--- config.mk ---
export PLATFORM = sky130hd
export DESIGN_NAME = vga_frame_reader
export DESIGN_NICKNAME = d
export VERILOG_FILES = /design/src/rtl/vga_pkg.sv /design/src/rtl/vga_timing.sv /design/src/rtl/vga_frame_reader.sv
export SDC_FILE = /design/constraint.sdc
export NUM_CORES = 1
export LEC_CHECK = 0
export CORE_UTILIZATION = 52
export CTS_BUF_LIST = sky130_fd_sc_hd__clkbuf_8
export CTS_CLUSTER_SIZE = 14
export DETAILED_ROUTE_END_ITERATION = 10
export HOLD_SLACK_MARGIN = 0.06
export PLACE_DENSITY = 0.79
export SLEW_MARGIN = 10
export SYNTH_ARGS = -nofsm -noshare
export SYNTH_HDL_FRONTEND = slang
export SYNTH_SLANG_ARGS = --single-unit
export TNS_END_PERCENT = 100
--- constraint.sdc ---
create_clock -name clk -period 4.3 [get_ports clk]
set_input_delay 0.86 -clock clk [delete_from_list [all_inputs] [get_ports clk]]
set_output_delay 0.86 -clock clk [all_outputs]
set_load 0.03 [all_outputs]
--- src/rtl/vga_pkg.sv ---
// Shared VGA 640x480@60 timing constants for the frame reader and its timing generator.
package vga_pkg;

    localparam int unsigned H_VISIBLE  = 640;
    localparam int unsigned H_FP_END   = 656;
    localparam int unsigned H_SYNC_END = 752;
    localparam int unsigned H_TOTAL    = 800;

    localparam int unsigned V_VISIBLE  = 480;
    localparam int unsigned V_FP_END   = 490;
    localparam int unsigned V_SYNC_END = 492;
    localparam int unsigned V_TOTAL    = 525;

    // Wide enough for both the 0..799 and 0..524 scan counters.
    localparam int unsigned CNT_W = 10;

endpackage

--- src/rtl/vga_timing.sv ---
// Pixel-enable phase, h/v scan counters and registered decodes of the current scan position.
module vga_timing
    import vga_pkg::*;
#(
    parameter int unsigned T_H_VISIBLE  = H_VISIBLE,
    parameter int unsigned T_H_FP_END   = H_FP_END,
    parameter int unsigned T_H_SYNC_END = H_SYNC_END,
    parameter int unsigned T_H_TOTAL    = H_TOTAL,
    parameter int unsigned T_V_VISIBLE  = V_VISIBLE,
    parameter int unsigned T_V_FP_END   = V_FP_END,
    parameter int unsigned T_V_SYNC_END = V_SYNC_END,
    parameter int unsigned T_V_TOTAL    = V_TOTAL
) (
    input  logic             clk,
    input  logic             rst_n,
    output logic             phase_o,
    output logic             vga_clk_o,
    output logic [CNT_W-1:0] h_o,
    output logic [CNT_W-1:0] v_o,
    output logic             hsync_raw_o,
    output logic             vsync_raw_o,
    output logic             visible_o,
    output logic             frame_start_o
);

    logic             phase_q;
    logic             vga_clk_q;
    logic             hsync_q;
    logic             vsync_q;
    logic             visible_q;
    logic             frame_start_q;
    logic [CNT_W-1:0] h_q;
    logic [CNT_W-1:0] h_d;
    logic [CNT_W-1:0] v_q;
    logic [CNT_W-1:0] v_d;

    // Counters advance on the second clk of each pixel slot.
    always_comb begin
        h_d = h_q;
        v_d = v_q;
        if (phase_q) begin
            if (h_q == CNT_W'(T_H_TOTAL - 1)) begin
                h_d = '0;
                v_d = (v_q == CNT_W'(T_V_TOTAL - 1)) ? '0 : v_q + CNT_W'(1);
            end else begin
                h_d = h_q + CNT_W'(1);
            end
        end
    end

    // Decodes are computed from next-state so they describe the registered h/v.
    always_ff @(posedge clk or negedge rst_n) begin
        if (!rst_n) begin
            phase_q       <= 1'b0;
            vga_clk_q     <= 1'b0;
            h_q           <= '0;
            v_q           <= '0;
            hsync_q       <= 1'b1;
            vsync_q       <= 1'b1;
            visible_q     <= 1'b1;
            frame_start_q <= 1'b0;
        end else begin
            phase_q       <= ~phase_q;
            vga_clk_q     <= phase_q;
            h_q           <= h_d;
            v_q           <= v_d;
            hsync_q       <= !((h_d >= CNT_W'(T_H_FP_END)) && (h_d < CNT_W'(T_H_SYNC_END)));
            vsync_q       <= !((v_d >= CNT_W'(T_V_FP_END)) && (v_d < CNT_W'(T_V_SYNC_END)));
            visible_q     <= (h_d < CNT_W'(T_H_VISIBLE)) && (v_d < CNT_W'(T_V_VISIBLE));
            frame_start_q <= !phase_q && (h_q == '0) && (v_q == '0);
        end
    end

    assign phase_o       = phase_q;
    assign vga_clk_o     = vga_clk_q;
    assign h_o           = h_q;
    assign v_o           = v_q;
    assign hsync_raw_o   = hsync_q;
    assign vsync_raw_o   = vsync_q;
    assign visible_o     = visible_q;
    assign frame_start_o = frame_start_q;

endmodule

--- src/rtl/vga_frame_reader.sv ---
// Scans a scaled image out of RAM through a one-clk-latency read port and drives VGA rgb/syncs.
module vga_frame_reader
    import vga_pkg::*;
#(
    parameter int unsigned S            = 32,
    parameter int unsigned PIX_W        = 24,
    parameter int unsigned IMG_W        = 100,
    parameter int unsigned IMG_H        = 100,
    parameter int unsigned SCALE        = 4,
    parameter int unsigned X0           = 120,
    parameter int unsigned Y0           = 40,
    parameter int unsigned BASE         = 0,
    parameter int unsigned T_H_VISIBLE  = H_VISIBLE,
    parameter int unsigned T_H_FP_END   = H_FP_END,
    parameter int unsigned T_H_SYNC_END = H_SYNC_END,
    parameter int unsigned T_H_TOTAL    = H_TOTAL,
    parameter int unsigned T_V_VISIBLE  = V_VISIBLE,
    parameter int unsigned T_V_FP_END   = V_FP_END,
    parameter int unsigned T_V_SYNC_END = V_SYNC_END,
    parameter int unsigned T_V_TOTAL    = V_TOTAL
) (
    input  logic             clk,
    input  logic             rst,
    input  logic             enable,
    output logic             rd_en,
    output logic [S-1:0]     rd_addr,
    input  logic [PIX_W-1:0] rd_data,
    output logic [PIX_W-1:0] rgb,
    output logic             h_sync,
    output logic             v_sync,
    output logic             vga_clk,
    output logic             frame_start
);

    localparam int unsigned WIN_W = IMG_W * SCALE;
    localparam int unsigned WIN_H = IMG_H * SCALE;
    localparam int unsigned IX_W  = $clog2(IMG_W + 1);
    localparam int unsigned SX_W  = 4;

    logic             phase;
    logic [CNT_W-1:0] h;
    logic [CNT_W-1:0] v;
    logic             hsync_raw;
    logic             vsync_raw;
    logic             visible;
    logic [31:0]      h32;
    logic [31:0]      v32;

    vga_timing #(
        .T_H_VISIBLE  (T_H_VISIBLE),
        .T_H_FP_END   (T_H_FP_END),
        .T_H_SYNC_END (T_H_SYNC_END),
        .T_H_TOTAL    (T_H_TOTAL),
        .T_V_VISIBLE  (T_V_VISIBLE),
        .T_V_FP_END   (T_V_FP_END),
        .T_V_SYNC_END (T_V_SYNC_END),
        .T_V_TOTAL    (T_V_TOTAL)
    ) u_timing (
        .clk           (clk),
        .rst_n         (rst),
        .phase_o       (phase),
        .vga_clk_o     (vga_clk),
        .h_o           (h),
        .v_o           (v),
        .hsync_raw_o   (hsync_raw),
        .vsync_raw_o   (vsync_raw),
        .visible_o     (visible),
        .frame_start_o (frame_start)
    );

    logic             en_frame_q, en_frame_d;
    logic [S-1:0]     row_base_q, row_base_d;
    logic [SX_W-1:0]  sy_q, sy_d;
    logic [SX_W-1:0]  sx_q, sx_d;
    logic [IX_W-1:0]  img_x_q, img_x_d;
    logic             rd_en_q, rd_en_d;
    logic [S-1:0]     rd_addr_q, rd_addr_d;
    logic             rd_vld_q, rd_vld_d;
    logic [PIX_W-1:0] rgb_q, rgb_d;
    logic             hs1_q, hs1_d, vs1_q, vs1_d;
    logic             h_sync_q, h_sync_d, v_sync_q, v_sync_d;

    logic             fs_c, in_x_c, in_y_c, line_end_c, read_c, en_now_c, sx_wrap_c;
    logic [S-1:0]     row_base_c;
    logic [SX_W-1:0]  sy_c, sx_c;
    logic [IX_W-1:0]  img_x_c;

    assign h32 = 32'(h);
    assign v32 = 32'(v);

    // Current-pixel view of the address counters: frame start and window left edge restart them.
    assign fs_c       = !phase && (h == '0) && (v == '0);
    assign in_x_c     = (h32 >= X0) && (h32 < X0 + WIN_W);
    assign in_y_c     = (v32 >= Y0) && (v32 < Y0 + WIN_H);
    assign line_end_c = in_y_c && (h32 == X0 + WIN_W - 1);
    assign en_now_c   = fs_c ? enable : en_frame_q;
    assign row_base_c = fs_c ? '0 : row_base_q;
    assign sy_c       = fs_c ? '0 : sy_q;
    assign sx_c       = (h32 == X0) ? '0 : sx_q;
    assign img_x_c    = (h32 == X0) ? '0 : img_x_q;
    assign sx_wrap_c  = (sx_c == SX_W'(SCALE - 1));
    assign read_c     = in_x_c && in_y_c && visible && en_now_c;

    always_comb begin
        en_frame_d = en_frame_q;
        row_base_d = row_base_q;
        sy_d       = sy_q;
        sx_d       = sx_q;
        img_x_d    = img_x_q;
        rd_en_d    = 1'b0;
        rd_addr_d  = rd_addr_q;
        rd_vld_d   = rd_vld_q;
        rgb_d      = rgb_q;
        hs1_d      = hs1_q;
        vs1_d      = vs1_q;
        h_sync_d   = h_sync_q;
        v_sync_d   = v_sync_q;
        if (!phase) begin
            en_frame_d = en_now_c;
            row_base_d = row_base_c;
            sy_d       = sy_c;
            if (in_x_c) begin
                sx_d    = sx_wrap_c ? '0 : sx_c + SX_W'(1);
                img_x_d = img_x_c + IX_W'(sx_wrap_c);
            end
            if (line_end_c) begin
                if (sy_c == SX_W'(SCALE - 1)) begin
                    sy_d       = '0;
                    row_base_d = row_base_c + S'(IMG_W);
                end else begin
                    sy_d = sy_c + SX_W'(1);
                end
            end
            if (read_c) begin
                rd_en_d   = 1'b1;
                rd_addr_d = S'(BASE) + row_base_c + S'(img_x_c);
            end
            // Second stage of the two-clk pipeline shared by rgb and the syncs.
            rgb_d    = rd_vld_q ? rd_data : '0;
            hs1_d    = hsync_raw;
            vs1_d    = vsync_raw;
            h_sync_d = hs1_q;
            v_sync_d = vs1_q;
        end else begin
            rd_vld_d = rd_en_q;
        end
    end

    always_ff @(posedge clk or negedge rst) begin
        if (!rst) begin
            en_frame_q <= 1'b0;
            row_base_q <= '0;
            sy_q       <= '0;
            sx_q       <= '0;
            img_x_q    <= '0;
            rd_en_q    <= 1'b0;
            rd_addr_q  <= '0;
            rd_vld_q   <= 1'b0;
            rgb_q      <= '0;
            hs1_q      <= 1'b1;
            vs1_q      <= 1'b1;
            h_sync_q   <= 1'b1;
            v_sync_q   <= 1'b1;
        end else begin
            en_frame_q <= en_frame_d;
            row_base_q <= row_base_d;
            sy_q       <= sy_d;
            sx_q       <= sx_d;
            img_x_q    <= img_x_d;
            rd_en_q    <= rd_en_d;
            rd_addr_q  <= rd_addr_d;
            rd_vld_q   <= rd_vld_d;
            rgb_q      <= rgb_d;
            hs1_q      <= hs1_d;
            vs1_q      <= vs1_d;
            h_sync_q   <= h_sync_d;
            v_sync_q   <= v_sync_d;
        end
    end

    assign rd_en   = rd_en_q;
    assign rd_addr = rd_addr_q;
    assign rgb     = rgb_q;
    assign h_sync  = h_sync_q;
    assign v_sync  = v_sync_q;

endmodule

==> results.json <==
{
  "p_leak_nw": 3.55,
  "grt_max_degree": 114,
  "cts_tree": "yes",
  "ant_nets": 0,
  "die_w_um": 118,
  "path_max_fanout": 12,
  "placed_area_sq_um": 8000,
  "ys_seq_area_share_pct": 48.9,
  "io_pins": 88,
  "hold_ws_ns": 0.482,
  "dr.pass1.iters": 5,
  "rows": 41,
  "slew_headroom_pct": 32.5,
  "hpwl_um": 11400,
  "synthArstFlopShare_pct": 100,
  "antenna_cells": 0,
  "endpoint_kind": "flop",
  "syn-instance-count": 719,
  "placed_cells": 952,
  "place_ws_ns": 0.301,
  "cp.arrival_ns": 4.29,
  "finalClockSkew_ns": 0.0135,
  "final_cell_count_no_fill": 984,
  "antenna_found_initial": 0,
  "timing.fmax_ghz": 0.249,
  "cts_setup_buffers": 0,
  "status": "finished clean",
  "wl_um": 16400,
  "finalNetCount": 841,
  "dieArea_sq_um": 13900,
  "synth_seq_cells": 136,
  "syn-num-nets": 761,
  "layout-drive-gt1-share_pct": 8.37,
  "overflow": 0,
  "ctsHoldBuffers": 0,
  "finalMaxSlewViolations": 0,
  "rsz0062_at_grt": "false",
  "fin_area_sq_um": 8440,
  "start_util_pct": 54.2,
  "cts_buffers": 17,
  "area_delta_synth_final_pct": 20.8,
  "ys_types": 62,
  "fin_ws_ns": 0.289,
  "h-tree-depth": 4,
  "grtUsageTotal_pct": 25.0,
  "path_class": "reg2reg",
  "post-route-util_pct": 65.5,
  "synth-edff-count": 0,
  "drc_errors": 0,
  "syn-cell-area_sq_um": 6980,
  "coreArea_sq_um": 12900,
  "synthFlopType": "dfrtp_1",
  "ir_worst_vdd_mv": 0.248,
  "insertion_delay_ns": 0.44,
  "vias_per_cell": 5.85,
  "clock_sink_count": 136,
  "multi_input_area_sq_um": 3340,
  "final.setup.tns_ns": 0,
  "setup_viol": 0,
  "period_share_pct": 93.3,
  "max-clock-path-buffers": 2,
  "gp_congestion": 0.960,
  "worstMarginPinSlew_ns": 1.01,
  "hold_viol": 0,
  "clk_transition_reported_paths_ns": 0.07,
  "die_height_um": 118,
  "startpoint_type": "flop",
  "io_buffers": 87,
  "period_minus_slack_ns": 4.01,
  "via_count": 5753,
  "power_per_cell_area_nw_per_um2": 294,
  "hp-class": "reg2reg",
  "grt_pass1_wl_um": 28100,
  "grt_pass1_vias": 5869,
  "root_buffer": "clkbuf_8",
  "syn_avg_cell_area_sq_um": 9.71,
  "final-seq-area_sq_um": 3410,
  "num-fill-cells": 1024,
  "worstPathRequired_ns": 4.58,
  "drtIter0Drc": 374,
  "ys_warn_count": 0,
  "maxCapViolCount": 0,
  "power_mw": 2.48,
  "ctsResizeCount": 0,
  "avgRoutedWirePerCell_um": 16.6
}
## critical path: stages, from the launching register on
cell,delay [ns]
dfrtp_1,0.40
inv_1,0.08
ha_1,0.14
nor3b_4,0.28
nand4_1,0.16
or2_1,0.32
and2_1,0.25
ha_1,0.36
a21o_1,0.18
and2_1,0.16
o221ai_1,0.13
a211oi_1,0.31
o21ai_1,0.12
buf_4,0.19
a2111oi_0,0.50
xor2_1,0.18
o21ai_0,0.09
## path summary, 6_finish.rpt
| path | cells past startpoint | from | slack (ns) | end |
|---|---|---|---|---|
| setup / recovery | 16 | u_timing.h_o[0] | 0.29 | rd_addr[20] |
| hold / removal | 2 | rd_addr[5] | 0.48 | rd_addr[5] |
| setup reg to reg | 16 | u_timing.h_o[0] | 0.29 | rd_addr[20] |
| hold reg to reg | 2 | rd_addr[5] | 0.48 | rd_addr[5] |
| max in group asynchronous | 2 | rst | 2.76 | u_timing.hsync_raw_o |
| min in group asynchronous | 1 | rst | 0.58 | row_base_q[24] |
## Yosys cell counts (all sizes together), types with 3 or more instances
cell,n,area [sq um]
a2111oi,4,35.0
a211oi,7,52.6
a21o,4,30.0
a21oi,20,100
a22o,27,236
a31oi,8,50.1
and2,21,131
and3,9,56.3
and4,3,26.3
buf,5,36.3
clkbuf,32,120
dfrtp,129,3230
dfstp,7,184
ha,14,175
inv,20,75.1
mux2,8,90.1
nand2,95,357
nand3,23,115
nand4,15,93.8
nand4b,4,35.0
nor2,36,138
nor2b,5,31.3
nor3,17,85.1
nor4,8,71.3
o21a,4,30.0
o21ai,65,325
o22ai,3,18.8
o31ai,6,45.0
or2,8,52.6
or3,17,111
or4,4,30.0
xnor2,36,315
xor2,28,245
## final cells by class
| type | instances | share of cell area (%) |
|---|---|---|
| multi-input cells | 526 | 39.6 |
| flip-flops and latches | 136 | 40.4 |
| well taps | 172 | 2.55 |
| clock buffers | 20 | 3.26 |
| inverters | 20 | 0.890 |
| repair buffers | 98 | 11.3 |
| clock inverters | 12 | 1.91 |
## state kept, by name (all words and copies together) (netlist names)
signal,flops
row_base_q,32
u_timing.frame_start_o,1
sy_q,4
sx_q,4
u_timing.h_o,10
en_frame_q,1
u_timing.vga_clk_o,1
u_timing.visible_o,1
u_timing.v_o,10
h_sync,1
hs1_q,1
rgb,24
v_sync,1
rd_en,1
u_timing.hsync_raw_o,1
vs1_q,1
rd_vld_q,1
u_timing.phase_o,1
u_timing.vsync_raw_o,1
rd_addr,32
img_x_q,7
## placed cells by master (no fill, tap or decap), types with 5 or more instances in the layout
| cell | instances |
|---|---|
| nand4_1 | 15 |
| nor2_1 | 35 |
| o21ai_0 | 63 |
| or2_2 | 5 |
| and3_1 | 9 |
| a211oi_1 | 7 |
| nor2b_1 | 5 |
| ha_1 | 14 |
| clkbuf_8 | 20 |
| a22o_1 | 27 |
| o31ai_1 | 6 |
| a31oi_1 | 8 |
| dfrtp_1 | 129 |
| or3_1 | 15 |
| dfstp_2 | 7 |
| xnor2_1 | 36 |
| nor3_1 | 17 |
| xor2_1 | 28 |
| a21oi_1 | 20 |
| mux2_2 | 8 |
| buf_4 | 11 |
| nor4_1 | 6 |
| nand2_1 | 95 |
| clkdlybuf4s50_1 | 86 |
| and2_1 | 21 |
| inv_1 | 24 |
| nand3_1 | 23 |
## power by group
part           internal (mW)  switching [mW]  leakage [nW]  total (mW)
logic                 0.0213          0.0272          1.45      0.0484
registers               1.28        0.000136          1.86        1.28
clock network          0.669           0.480         0.234        1.15
total                   1.97           0.508          3.55        2.48
## cell families after synthesis
group / Yosys count / synth area share, %
XOR/XNOR: 64 / 8.03
flip-flops: 136 / 48.9
multiplexers: 10 / 1.58
adder cells (fa/ha/maj): 16 / 2.94
buffers and inverters: 57 / 3.31
AO/OA/AOI/OAI: 163 / 15.1
AND/OR/NAND/NOR: 273 / 20.2
## routing by layer
metal  up-vias  global-route usage (%)  share of wire (%)
li1       2715                       -                  -
met1      2776                    30.0                 42
met2       206                    42.2                 49
met3        56                    6.88                6.1
met4         0                    10.3                3.2
met5         -                       0                  0
Note: power is estimated with default switching activity, not from simulation.
